===== src/rtl/mag_min_find_3bit_seq.sv =====
// -----------------------------------------------------------------------------
// mag_min_find_3bit_seq
//   Streaming minimum-finder for the 3-bit reliability magnitudes of one BCH
//   codeword frame. A running minimum value and its beat index are kept per
//   frame. One result pulse is issued per frame, in the cycle after the eop
//   beat. Beats are compared with the carry-lookahead magnitude comparator
//   mag_comp_CLA_3bit_comb.
//
//   Optional feature macro: MIN_FIND_2ND_EN
//     defined   -> the second smallest magnitude and its index are also
//                  tracked, using a second comparator instance;
//                  ports out_min2 / out_min2_idx are present.
//     undefined -> one comparator only; those ports are absent.
//
// Ports
//   clk           clock, rising edge
//   rst_b         asynchronous active-low reset
//   in_vld        symbol beat valid
//   in_sop        first beat of frame (qualified by in_vld)
//   in_eop        last beat of frame (qualified by in_vld)
//   in_mag        reliability magnitude (0 = least reliable)
//   out_vld       one-cycle result pulse
//   out_min       smallest magnitude of the frame
//   out_min_idx   0-based beat index of out_min
//   out_min2      second smallest magnitude   (MIN_FIND_2ND_EN only)
//   out_min2_idx  index of out_min2           (MIN_FIND_2ND_EN only)
//   out_ovf       frame had more than FRAME_LEN beats; valid with out_vld
//   out_abort     one-cycle pulse: frame dropped because of an early in_sop
//   out_busy      high while a frame is being accumulated
//
// State table
//   S_IDLE | waiting for an in_sop beat
//   S_ACC  | accumulating beats of the current frame
//   S_DONE | result cycle: out_vld high; a new sop may be accepted here
// -----------------------------------------------------------------------------

// 3-bit magnitude comparator; out_cp = 1 when in_a > in_b.
// a >= b is the carry out of a + ~b + 1, built with lookahead terms.
module mag_comp_CLA_3bit_comb (
    input  logic [2:0] in_a,
    input  logic [2:0] in_b,
    output logic       out_cp
);
    logic [2:0] g;
    logic [2:0] p;
    logic       c3;
    logic       eq;

    assign g  = in_a & ~in_b;
    assign p  = in_a | ~in_b;
    assign c3 = g[2] | (p[2] & g[1]) | (p[2] & p[1] & g[0]) | (p[2] & p[1] & p[0]);
    assign eq = &(in_a ~^ in_b);
    assign out_cp = c3 & ~eq;
endmodule

module mag_min_find_3bit_seq #(
    parameter int IDX_W     = 9,
    parameter int FRAME_LEN = 511
) (
    input  logic             clk,
    input  logic             rst_b,
    input  logic             in_vld,
    input  logic             in_sop,
    input  logic             in_eop,
    input  logic [2:0]       in_mag,
    output logic             out_vld,
    output logic [2:0]       out_min,
    output logic [IDX_W-1:0] out_min_idx,
`ifdef MIN_FIND_2ND_EN
    output logic [2:0]       out_min2,
    output logic [IDX_W-1:0] out_min2_idx,
`endif
    output logic             out_ovf,
    output logic             out_abort,
    output logic             out_busy
);

    typedef enum logic [1:0] {S_IDLE, S_ACC, S_DONE} state_t;

    localparam logic [IDX_W:0] FRAME_LEN_C = (IDX_W+1)'(FRAME_LEN);

    state_t           state_q, state_d;

    logic [2:0]       min_q,  min_d;
    logic [IDX_W-1:0] idx_q,  idx_d;
    logic [IDX_W-1:0] cnt_q,  cnt_d;
    logic             ovf_q,  ovf_d;
    logic             abort_q;
    logic [2:0]       res_min_q;
    logic [IDX_W-1:0] res_idx_q;
    logic             res_ovf_q;

    logic             load;
    logic             accum;
    logic             lt_min;

    // A sop beat always (re)starts a frame, whatever the state.
    assign load  = in_vld & in_sop;
    assign accum = in_vld & ~in_sop & (state_q == S_ACC);

    mag_comp_CLA_3bit_comb u_cmp_min (
        .in_a   (min_q),
        .in_b   (in_mag),
        .out_cp (lt_min)
    );

`ifdef MIN_FIND_2ND_EN
    logic [2:0]       min2_q, min2_d;
    logic [IDX_W-1:0] idx2_q, idx2_d;
    logic [2:0]       res_min2_q;
    logic [IDX_W-1:0] res_idx2_q;
    logic             lt_min2;

    mag_comp_CLA_3bit_comb u_cmp_min2 (
        .in_a   (min2_q),
        .in_b   (in_mag),
        .out_cp (lt_min2)
    );
`endif

    // State register
    always_ff @(posedge clk or negedge rst_b) begin
        if (!rst_b) state_q <= S_IDLE;
        else        state_q <= state_d;
    end

    // Next state
    always_comb begin
        state_d = state_q;
        case (state_q)
            S_IDLE:  if (load) state_d = in_eop ? S_DONE : S_ACC;
            S_ACC:   if (in_vld && in_eop) state_d = S_DONE;
            S_DONE:  if (load) state_d = in_eop ? S_DONE : S_ACC;
                     else      state_d = S_IDLE;
            default: state_d = S_IDLE;
        endcase
    end

    // Outputs
    always_comb begin
        out_vld  = (state_q == S_DONE);
        out_busy = (state_q == S_ACC);
    end

    // Running accumulator next values; the eop beat's values go straight
    // into the result registers so results appear together with out_vld.
    always_comb begin
        min_d = min_q;
        idx_d = idx_q;
        cnt_d = cnt_q;
        ovf_d = ovf_q;
`ifdef MIN_FIND_2ND_EN
        min2_d = min2_q;
        idx2_d = idx2_q;
`endif
        if (load) begin
            min_d = in_mag;
            idx_d = '0;
            cnt_d = IDX_W'(1);
            ovf_d = 1'b0;
`ifdef MIN_FIND_2ND_EN
            min2_d = 3'd7;
            idx2_d = '1;
`endif
        end else if (accum) begin
            cnt_d = (cnt_q == '1) ? cnt_q : cnt_q + IDX_W'(1);
            if ({1'b0, cnt_q} >= FRAME_LEN_C) ovf_d = 1'b1;
            if (lt_min) begin
                min_d = in_mag;
                idx_d = cnt_q;
`ifdef MIN_FIND_2ND_EN
                min2_d = min_q;
                idx2_d = idx_q;
            end else if (lt_min2) begin
                min2_d = in_mag;
                idx2_d = cnt_q;
`endif
            end
        end
    end

    always_ff @(posedge clk or negedge rst_b) begin
        if (!rst_b) begin
            min_q     <= 3'd7;
            idx_q     <= '0;
            cnt_q     <= '0;
            ovf_q     <= 1'b0;
            abort_q   <= 1'b0;
            res_min_q <= '0;
            res_idx_q <= '0;
            res_ovf_q <= 1'b0;
        end else begin
            min_q   <= min_d;
            idx_q   <= idx_d;
            cnt_q   <= cnt_d;
            ovf_q   <= ovf_d;
            abort_q <= load & (state_q == S_ACC);
            if ((load | accum) & in_eop) begin
                res_min_q <= min_d;
                res_idx_q <= idx_d;
                res_ovf_q <= ovf_d;
            end
        end
    end

`ifdef MIN_FIND_2ND_EN
    always_ff @(posedge clk or negedge rst_b) begin
        if (!rst_b) begin
            min2_q     <= 3'd7;
            idx2_q     <= '1;
            res_min2_q <= '0;
            res_idx2_q <= '0;
        end else begin
            min2_q <= min2_d;
            idx2_q <= idx2_d;
            if ((load | accum) & in_eop) begin
                res_min2_q <= min2_d;
                res_idx2_q <= idx2_d;
            end
        end
    end

    assign out_min2     = res_min2_q;
    assign out_min2_idx = res_idx2_q;
`endif

    assign out_min     = res_min_q;
    assign out_min_idx = res_idx_q;
    assign out_ovf     = res_ovf_q;
    assign out_abort   = abort_q;

endmodule


===== config.mk =====
export PLATFORM = sky130hd
export DESIGN_NAME = mag_min_find_3bit_seq
export DESIGN_NICKNAME = d
export VERILOG_FILES = /design/src/rtl/mag_min_find_3bit_seq.sv
export SDC_FILE = /design/constraint.sdc
export NUM_CORES = 1
export LEC_CHECK = 0
export BUFFER_PORTS_ARGS = -buffer_cell sky130_fd_sc_hd__buf_2
export CAP_MARGIN = 20
export CORE_ASPECT_RATIO = 1.5
export CORE_MARGIN = 3
export CORE_UTILIZATION = 60
export CTS_CLUSTER_DIAMETER = 40
export DETAILED_ROUTE_END_ITERATION = 6
export PLACE_DENSITY = 0.87
export SLEW_MARGIN = 20
export SYNTH_ARGS = -nofsm -noshare
export SYNTH_HDL_FRONTEND = slang
export SYNTH_HIERARCHICAL = 1
export SYNTH_SLANG_ARGS = --single-unit

===== constraint.sdc =====
create_clock -name clk -period 4.6 [get_ports clk]
set_input_delay 0.46 -clock clk [delete_from_list [all_inputs] [get_ports clk]]
set_output_delay 0.46 -clock clk [all_outputs]
set_load 0.01 [all_outputs]

==> results of run 1 <==
[metrics by stage]
| stage | hold slack [ns] | power (µW) |
|---|---|---|
| floorplan | 0.164 | 508 |
| global placement | 0.458 | 552 |
| detailed placement | 0.461 | 563 |
| CTS | 0.268 | 847 |
| global route | 0.304 | 883 |
| finish | 0.251 | 838 |
[worst max-delay path: stages (launching register included)]
cell and delay [ns]:
dfrtp_1 0.45, and4_1 0.28, and4_1 0.22, ha_1 0.22, nor3b_2 0.26, o2111ai_1 0.22, or3_1 0.36, a21oi_1 0.15
[cell type report]
type | count | area share
sequential | 38 | 0.467
clock buffer | 6 | 0.0404
clock inverter | 1 | 0.0147
tap | 37 | 0.0226
timing repair buffer | 24 | 0.0599
multi-input combinational | 109 | 0.379
inverter | 9 | 0.0165
[cells in the final DEF (no fill, tap or decap), drive strengths merged, types with 3 or more instances in the layout]
| cell type | count |
|---|---|
| mux2 | 6 |
| nor2 | 19 |
| nand2 | 16 |
| o31ai | 10 |
| buf | 24 |
| mux2i | 11 |
| xor2 | 3 |
| or3 | 3 |
| clkbuf | 6 |
| dfstp | 3 |
| inv | 9 |
| o21ai | 5 |
| dfrtp | 35 |
| a21oi | 7 |
| ha | 8 |
[sequential cells by signal, indices dropped and copies added, names as in the netlist]
name and count:
out_min 3, idx_q 9, out_min_idx 9, out_ovf 1, out_abort 1, cnt_q 9
state_q 2, ovf_q 1, min_q 3
[path summary, 6_finish.rpt]
kind,end
hold / removal,idx_q[1]
max in group asynchronous,ovf_q
setup reg to reg,cnt_q[5]
min in group clk,state_q[0]
setup / recovery,cnt_q[5]
hold reg to reg,out_min_idx[3]
[power breakdown]
part	switching (µW)	total, µW	internal [µW]
logic	81.5	149	67.4
clock network	109	283	173
registers	33.2	407	373
[cell families after synthesis]
group / after synthesis / share of synthesized area
DFF: 38 / 0.530
muxes: 17 / 0.105
xor gates and xnor gates: 4 / 0.0194
buffers and inverters: 16 / 0.0396
adders and majority gates: 8 / 0.0556
AOI/OAI and AO/OA: 29 / 0.109
and+or+nand+nor: 51 / 0.142
[metal layers]
metal | share of wire | up-vias
li1 | - | 613
met1 | 0.43 | 604
met2 | 0.49 | 37
met3 | 0.046 | 12
met4 | 0.034 | 0
met5 | 0 | -
==> flow_summary.yaml, run 1 <==
outcome:
  status: "complete, no violations"
die:
  die_w_um: 50.7
  dieArea_um2: 3710
  die_y_um: 73.1
  floorplan.initialDensity: 0.652
  fp-row-count: 23
  io_pins: 24
  core_um2: 2760
layout:
  stdcell_area_um2: 2050
  syn_to_final_growth_pct: 13.5
  layout-drive-gt1-share: 0.241
  utilization: 0.740
  n_antenna_cell: 0
  regArea_um2: 955
  finalNonFillerCells: 224
  num-nets-final: 203
  fillers: 196
  multi_input_area_um2: 776
setup_path:
  critPathKind: "reg2reg"
  startpoint: "cnt_q[2]"
  reg2reg_depth: 7
  crit_fanout: 6
  r2r-start: "cnt_q[2]"
  arrival_ns: 2.45
  critPathLaunchType: "flip-flop"
  cp-end-kind: "flip-flop"
  cp.required_ns: 4.81
  worst-r2r-setup-slack_ns: 2.36
timing:
  rsz0062_at_grt: "no"
  tns_ns: 0
  slew_headroom: 0.373
  skew_ns: 0.00968
  worst_slack_ns: 2.36
  maxSlewViolCount: 0
  period_share: 0.488
  period_minus_slack_ns: 2.24
  worst_pin_slew_ns: 0.940
  final_hold_viol_count: 0
  max_freq_mhz: 446
  setup_viol: 0
global_routing:
  met1_usage: 0.248
  grt_first_pass_wirelength_mm: 5.60
  grt_max_degree: 39
  overflow: 0
  antenna_found_initial: 0
  grt_usage: 0.205
  grt_pass1_vias: 1240
  met3_usage: 0.0593
  grt_busiest_layer: "met2"
  grt_util_met2: 0.321
clock_tree:
  cts_root_buffer: "clkbuf_8"
  numCtsBuffers: 5
  post_cts_buffers: 0
  clock_path_buffers: 2
  path_clk_slew_ns: 0.07
  cts.sinks: 38
  clk_latency_ns: 0.29
  htreeDepth: 2
  cts_resized: 0
  cts_tree: "built"
  postCtsHoldBufs: 0
synthesis:
  synth_largest_area_cell: "dfrtp_1"
  synthMostInstantiatedCell: "dfrtp_1"
  ys_warn_count: 6
  synthFlopType: "dfrtp_1"
  ys_ff_latch: 38
  async_flop_share: 1.00
  synth_area_leaders: "dfrtp_1 49%, mux2i_1 6.1%, ha_1 5.6%"
  synth_fp_nets: 179
  ys_seq_area_frac: 0.530
  postSynthAreaPerCell_um2: 11.1
  synthesis.area_um2: 1800
  synth_top_area_share: 0.486
  synth_edf_count: 0
  synth_cell_types: 36
  syn_inst: 163
  synthTopCellsByCount: "35 x dfrtp_1, 19 x nor2_1, 15 x nand2_1"
drt:
  drt-pass1-iter-count: 6
  wirelength_mm: 3.32
  drtAntennaViolNets: 0
  route.vias.total: 1266
  vias_per_cell: 5.65
  drcViolationCount: 0
  wl_per_cell_um: 14.8
  drt_iter0_markers: 46
placed_design:
  place_congestion: 0.868
  place_inst: 217
  dpl_cell_area_um2: 1930
  pre_cts_slack_ns: 2.32
  hpwl_mm: 2.42
  portBuffers: 23
power:
  p_per_area_nw_per_um2: 410
  leakage_uw: 0.00109
  ir_worst_vdd_v: 0.000304
worst_hold_path:
  min_path_type: "in2async"
job:
  drv_cap: 0
(Power assumes the default switching activity.)
==> inputs of run 2 (changes only) <==
- CORE_UTILIZATION: 60 -> 56
- PLACE_DENSITY: 0.87 -> 0.82
- clock period: 4.6 -> 2.3 ns (I/O delays scaled with it)
==> flow_summary.yaml, run 2 (synthesis results as in run 1) <==
timing:
  final_hold_viol_count: 0
  skew_ns: 0.00838
  worst_slack_ns: 0.0996
  slew_headroom: 0.459
  worst_pin_slew_ns: 0.812
  max_freq_mhz: 454
  period_share: 0.957
  period_minus_slack_ns: 2.20
  setup_viol: 0
  maxSlewViolCount: 0
  timing.hold.ws_ns: 0.0258
layout:
  syn_to_final_growth_pct: 14.4
  fillers: 220
  layout_common_cells: "32 x dfrtp_1, 23 x buf_2, 19 x nor2_1, 15 x nand2_1, 11 x mux2i_1"
  n_antenna_cell: 0
  stdcell_area_um2: 2060
  multi_input_area_um2: 788
  layout.cells.most_common: "dfrtp_1"
  layout-drive-gt1-share: 0.274
  regArea_um2: 958
  utilization: 0.687
  num-nets-final: 205
setup_path:
  crit_fanout: 6
  critPathKind: "reg2reg"
  critPathLaunchType: "flip-flop"
  cp-end-kind: "flip-flop"
  arrival_ns: 2.42
  cp.required_ns: 2.52
  worst-r2r-setup-slack_ns: 0.1
placed_design:
  pre_cts_slack_ns: 0.130
  portBuffers: 23
  hpwl_mm: 2.47
  place_congestion: 0.807
  dpl_cell_area_um2: 1940
clock_tree:
  cts_root_buffer: "clkbuf_8"
  numCtsBuffers: 5
  cts.sinks: 38
  clk_latency_ns: 0.29
  cts_tree: "built"
  clock_path_buffers: 2
  htreeDepth: 2
  path_clk_slew_ns: 0.08
  postCtsHoldBufs: 0
outcome:
  status: "complete, no violations"
die:
  floorplan.initialDensity: 0.600
  die_y_um: 75.5
  dieArea_um2: 3950
  core_um2: 3000
  io_pins: 24
  fp-row-count: 24
  die_w_um: 52.3
worst_hold_path:
  min_path_type: "in2async"
drt:
  drt-pass1-iter-count: 4
  route.vias.total: 1293
  drt_iter0_markers: 42
  wirelength_mm: 3.54
  wl_per_cell_um: 15.4
  vias_per_cell: 5.65
  drtAntennaViolNets: 0
  drcViolationCount: 0
global_routing:
  overflow: 0
  grt_usage: 0.207
  antenna_found_initial: 0
  grt_first_pass_wirelength_mm: 5.89
  grt_max_degree: 39
  grt_pass1_vias: 1285
power:
  p_per_area_nw_per_um2: 781
  ir_worst_vdd_v: 0.000465
  leakage_uw: 0.00109
  power_uw: 1610
job:
  drv_cap: 0
## run 2: worst paths after layout
kind	endpoint	cells after the start	start
setup / recovery	cnt_q[7]	7	cnt_q[2]
hold / removal	out_min_idx[5]	1	rst_b
setup reg to reg	cnt_q[7]	7	cnt_q[2]
hold reg to reg	out_min_idx[4]	2	out_min_idx[4]
max in group asynchronous	cnt_q[0]	1	rst_b
min in group clk	state_q[0]	2	in_eop
## run 2: area by class of cell
type,count,share of cell area
multi-input cells,109,0.382
inverters,9,0.0164
clock inverters,2,0.00607
well taps,39,0.0237
flip-flops and latches,38,0.465
clock buffers,6,0.0400
repair buffers,26,0.0667
## run 2: metrics by stage
stage / TNS, ns / std cells
after global routing: -0.0284 / 229
after CTS: 0 / 228
after detailed placement: 0 / 220
after floorplan: 0 / 163
final: 0 / 229
after global placement: 0 / 220
## run 2: power by group
| group | switching, µW | internal, µW |
|---|---|---|
| registers | 73.1 | 750 |
| clock network | 233 | 241 |
| logic | 168 | 145 |
## run 2: critical path, cell delays in order, from the launching register on
cell and delay [ns]:
dfrtp_2 0.45, and4_1 0.27, and4_1 0.24, ha_1 0.24, nor3b_4 0.28, o2111ai_2 0.16
or3_1 0.35, a21oi_1 0.15
## run 2: timing repair
item,in CTS,in global routing
setup endpoints to repair,0,2
buffers inserted,0,1
resized for setup,0,5
endpoints found under the hold margin,0,0
## run 2: per-layer routing
layer | GRT usage | share of wire | vias to the layer above
li1 | - | - | 619
met1 | 0.238 | 0.41 | 645
met2 | 0.348 | 0.55 | 25
met3 | 0.0665 | 0.035 | 4
met4 | 0.0909 | 0.0093 | 0
met5 | 0 | 0 | -
==> inputs of run 3 (changes only) <==
- CORE_ASPECT_RATIO: 1.5 -> default
==> flow_summary.yaml, run 3 (synthesis results as in run 1) <==
outcome:
  status: "complete, no violations"
placed_design:
  hpwl_mm: 2.36
  dpl_cell_area_um2: 1950
  place_inst: 223
  place_congestion: 0.757
  portBuffers: 23
setup_path:
  critPathLaunchType: "flip-flop"
  cp-end-kind: "flip-flop"
  crit_fanout: 5
  critPathKind: "reg2reg"
  cp.required_ns: 2.57
  arrival_ns: 2.48
drt:
  wirelength_mm: 3.53
  drtAntennaViolNets: 0
  drcViolationCount: 0
  route.vias.total: 1316
  wl_per_cell_um: 14.8
  drt_iter0_markers: 73
  vias_per_cell: 5.53
  drt-pass1-iter-count: 6
die:
  fp-row-count: 19
  core_um2: 2900
  floorplan.initialDensity: 0.621
  die_y_um: 62.7
  dieArea_um2: 3930
  die_w_um: 62.7
  io_pins: 24
timing:
  period_share: 0.962
  tns_ns: 0
  setup_viol: 0
  max_freq_mhz: 452
  final_hold_viol_count: 0
  maxSlewViolCount: 0
  period_minus_slack_ns: 2.21
  skew_ns: 0.00740
  worst_pin_slew_ns: 0.804
  slew_headroom: 0.464
global_routing:
  grt_usage: 0.197
  overflow: 0
  grt_pass1_vias: 1323
  antenna_found_initial: 0
  grt_max_degree: 39
  grt_first_pass_wirelength_mm: 6.03
job:
  drv_cap: 0
clock_tree:
  cts_tree: "built"
  clock_path_buffers: 2
  cts.sinks: 38
  path_clk_slew_ns: 0.11
  htreeDepth: 2
  clk_latency_ns: 0.35
  numCtsBuffers: 5
  cts_root_buffer: "clkbuf_4"
layout:
  syn_to_final_growth_pct: 15.3
  stdcell_area_um2: 2080
  utilization: 0.717
  finalNonFillerCells: 238
  layout-drive-gt1-share: 0.286
  layout.cells.most_common: "dfrtp_1"
  layout_common_cells: "32 x dfrtp_1, 23 x buf_2, 19 x nor2_1, 15 x nand2_1, 11 x mux2i_1"
  n_antenna_cell: 0
  num-nets-final: 211
power:
  leakage_uw: 0.00111
  p_per_area_nw_per_um2: 743
  power_uw: 1540
  ir_worst_vdd_v: 0.000660
worst_hold_path:
  min_path_type: "in2reg"
## run 3: final timing paths
check	from	cells past startpoint	slack, ns	end
worst max-delay path	cnt_q[1]	7	0.09	cnt_q[7]
worst min-delay path	in_eop	2	0.06	state_q[0]
worst max register to register	cnt_q[1]	7	0.09	cnt_q[7]
worst min register to register	out_min_idx[4]	2	0.48	out_min_idx[4]
max in group asynchronous	rst_b	2	1.25	cnt_q[0]
min in group asynchronous	rst_b	2	0.50	idx_q[2]
## run 3: what timing repair did
action                                  in CTS  in global routing
hold buffers                                 1                  0
endpoints found under the setup margin       0                  3
hold endpoints to repair                    35                  0
setup buffers                                0                  6
gates resized for setup                      0                  5
## run 3: per-stage QoR
step / hold slack (ns) / setup slack [ns]
after CTS: 0.0414 / 0.0302
after global routing: 0.0316 / -0.0737
after detailed placement: 0.367 / 0.0834
after floorplan: -0.0656 / 0.363
after global placement: 0.352 / 0.161
final: 0.0564 / 0.0873
## run 3: power by group
| part | internal (µW) | total (µW) | switching, µW |
|---|---|---|---|
| combinational | 178 | 371 | 193 |
| sequential | 750 | 811 | 61.1 |
| clock | 148 | 362 | 214 |
## run 3: routing by layer
layer | share of wire | up-vias | global-route usage
li1 | - | 637 | -
met1 | 0.46 | 644 | 0.252
met2 | 0.48 | 28 | 0.305
met3 | 0.044 | 7 | 0.0701
met4 | 0.018 | 0 | 0.0799
met5 | 0 | - | 0
## run 3: final cells by class
class	count	area, µm²
Timing Repair Buffer	32	185
Multi-Input combinational cell	109	788
Tap cell	42	52.6
Clock inverter	1	5.00
Fill cell	243	822
Sequential cell	38	958
Clock buffer	7	55.1
Inverter	9	33.8
## run 3: worst max-delay path, cell delays in order (launching register included)
cell and delay [ns]:
dfrtp_2 0.46, ha_1 0.24, and4_1 0.21, ha_1 0.24, nor3b_4 0.29, o2111ai_2 0.16
or3_1 0.35, a21oi_1 0.18
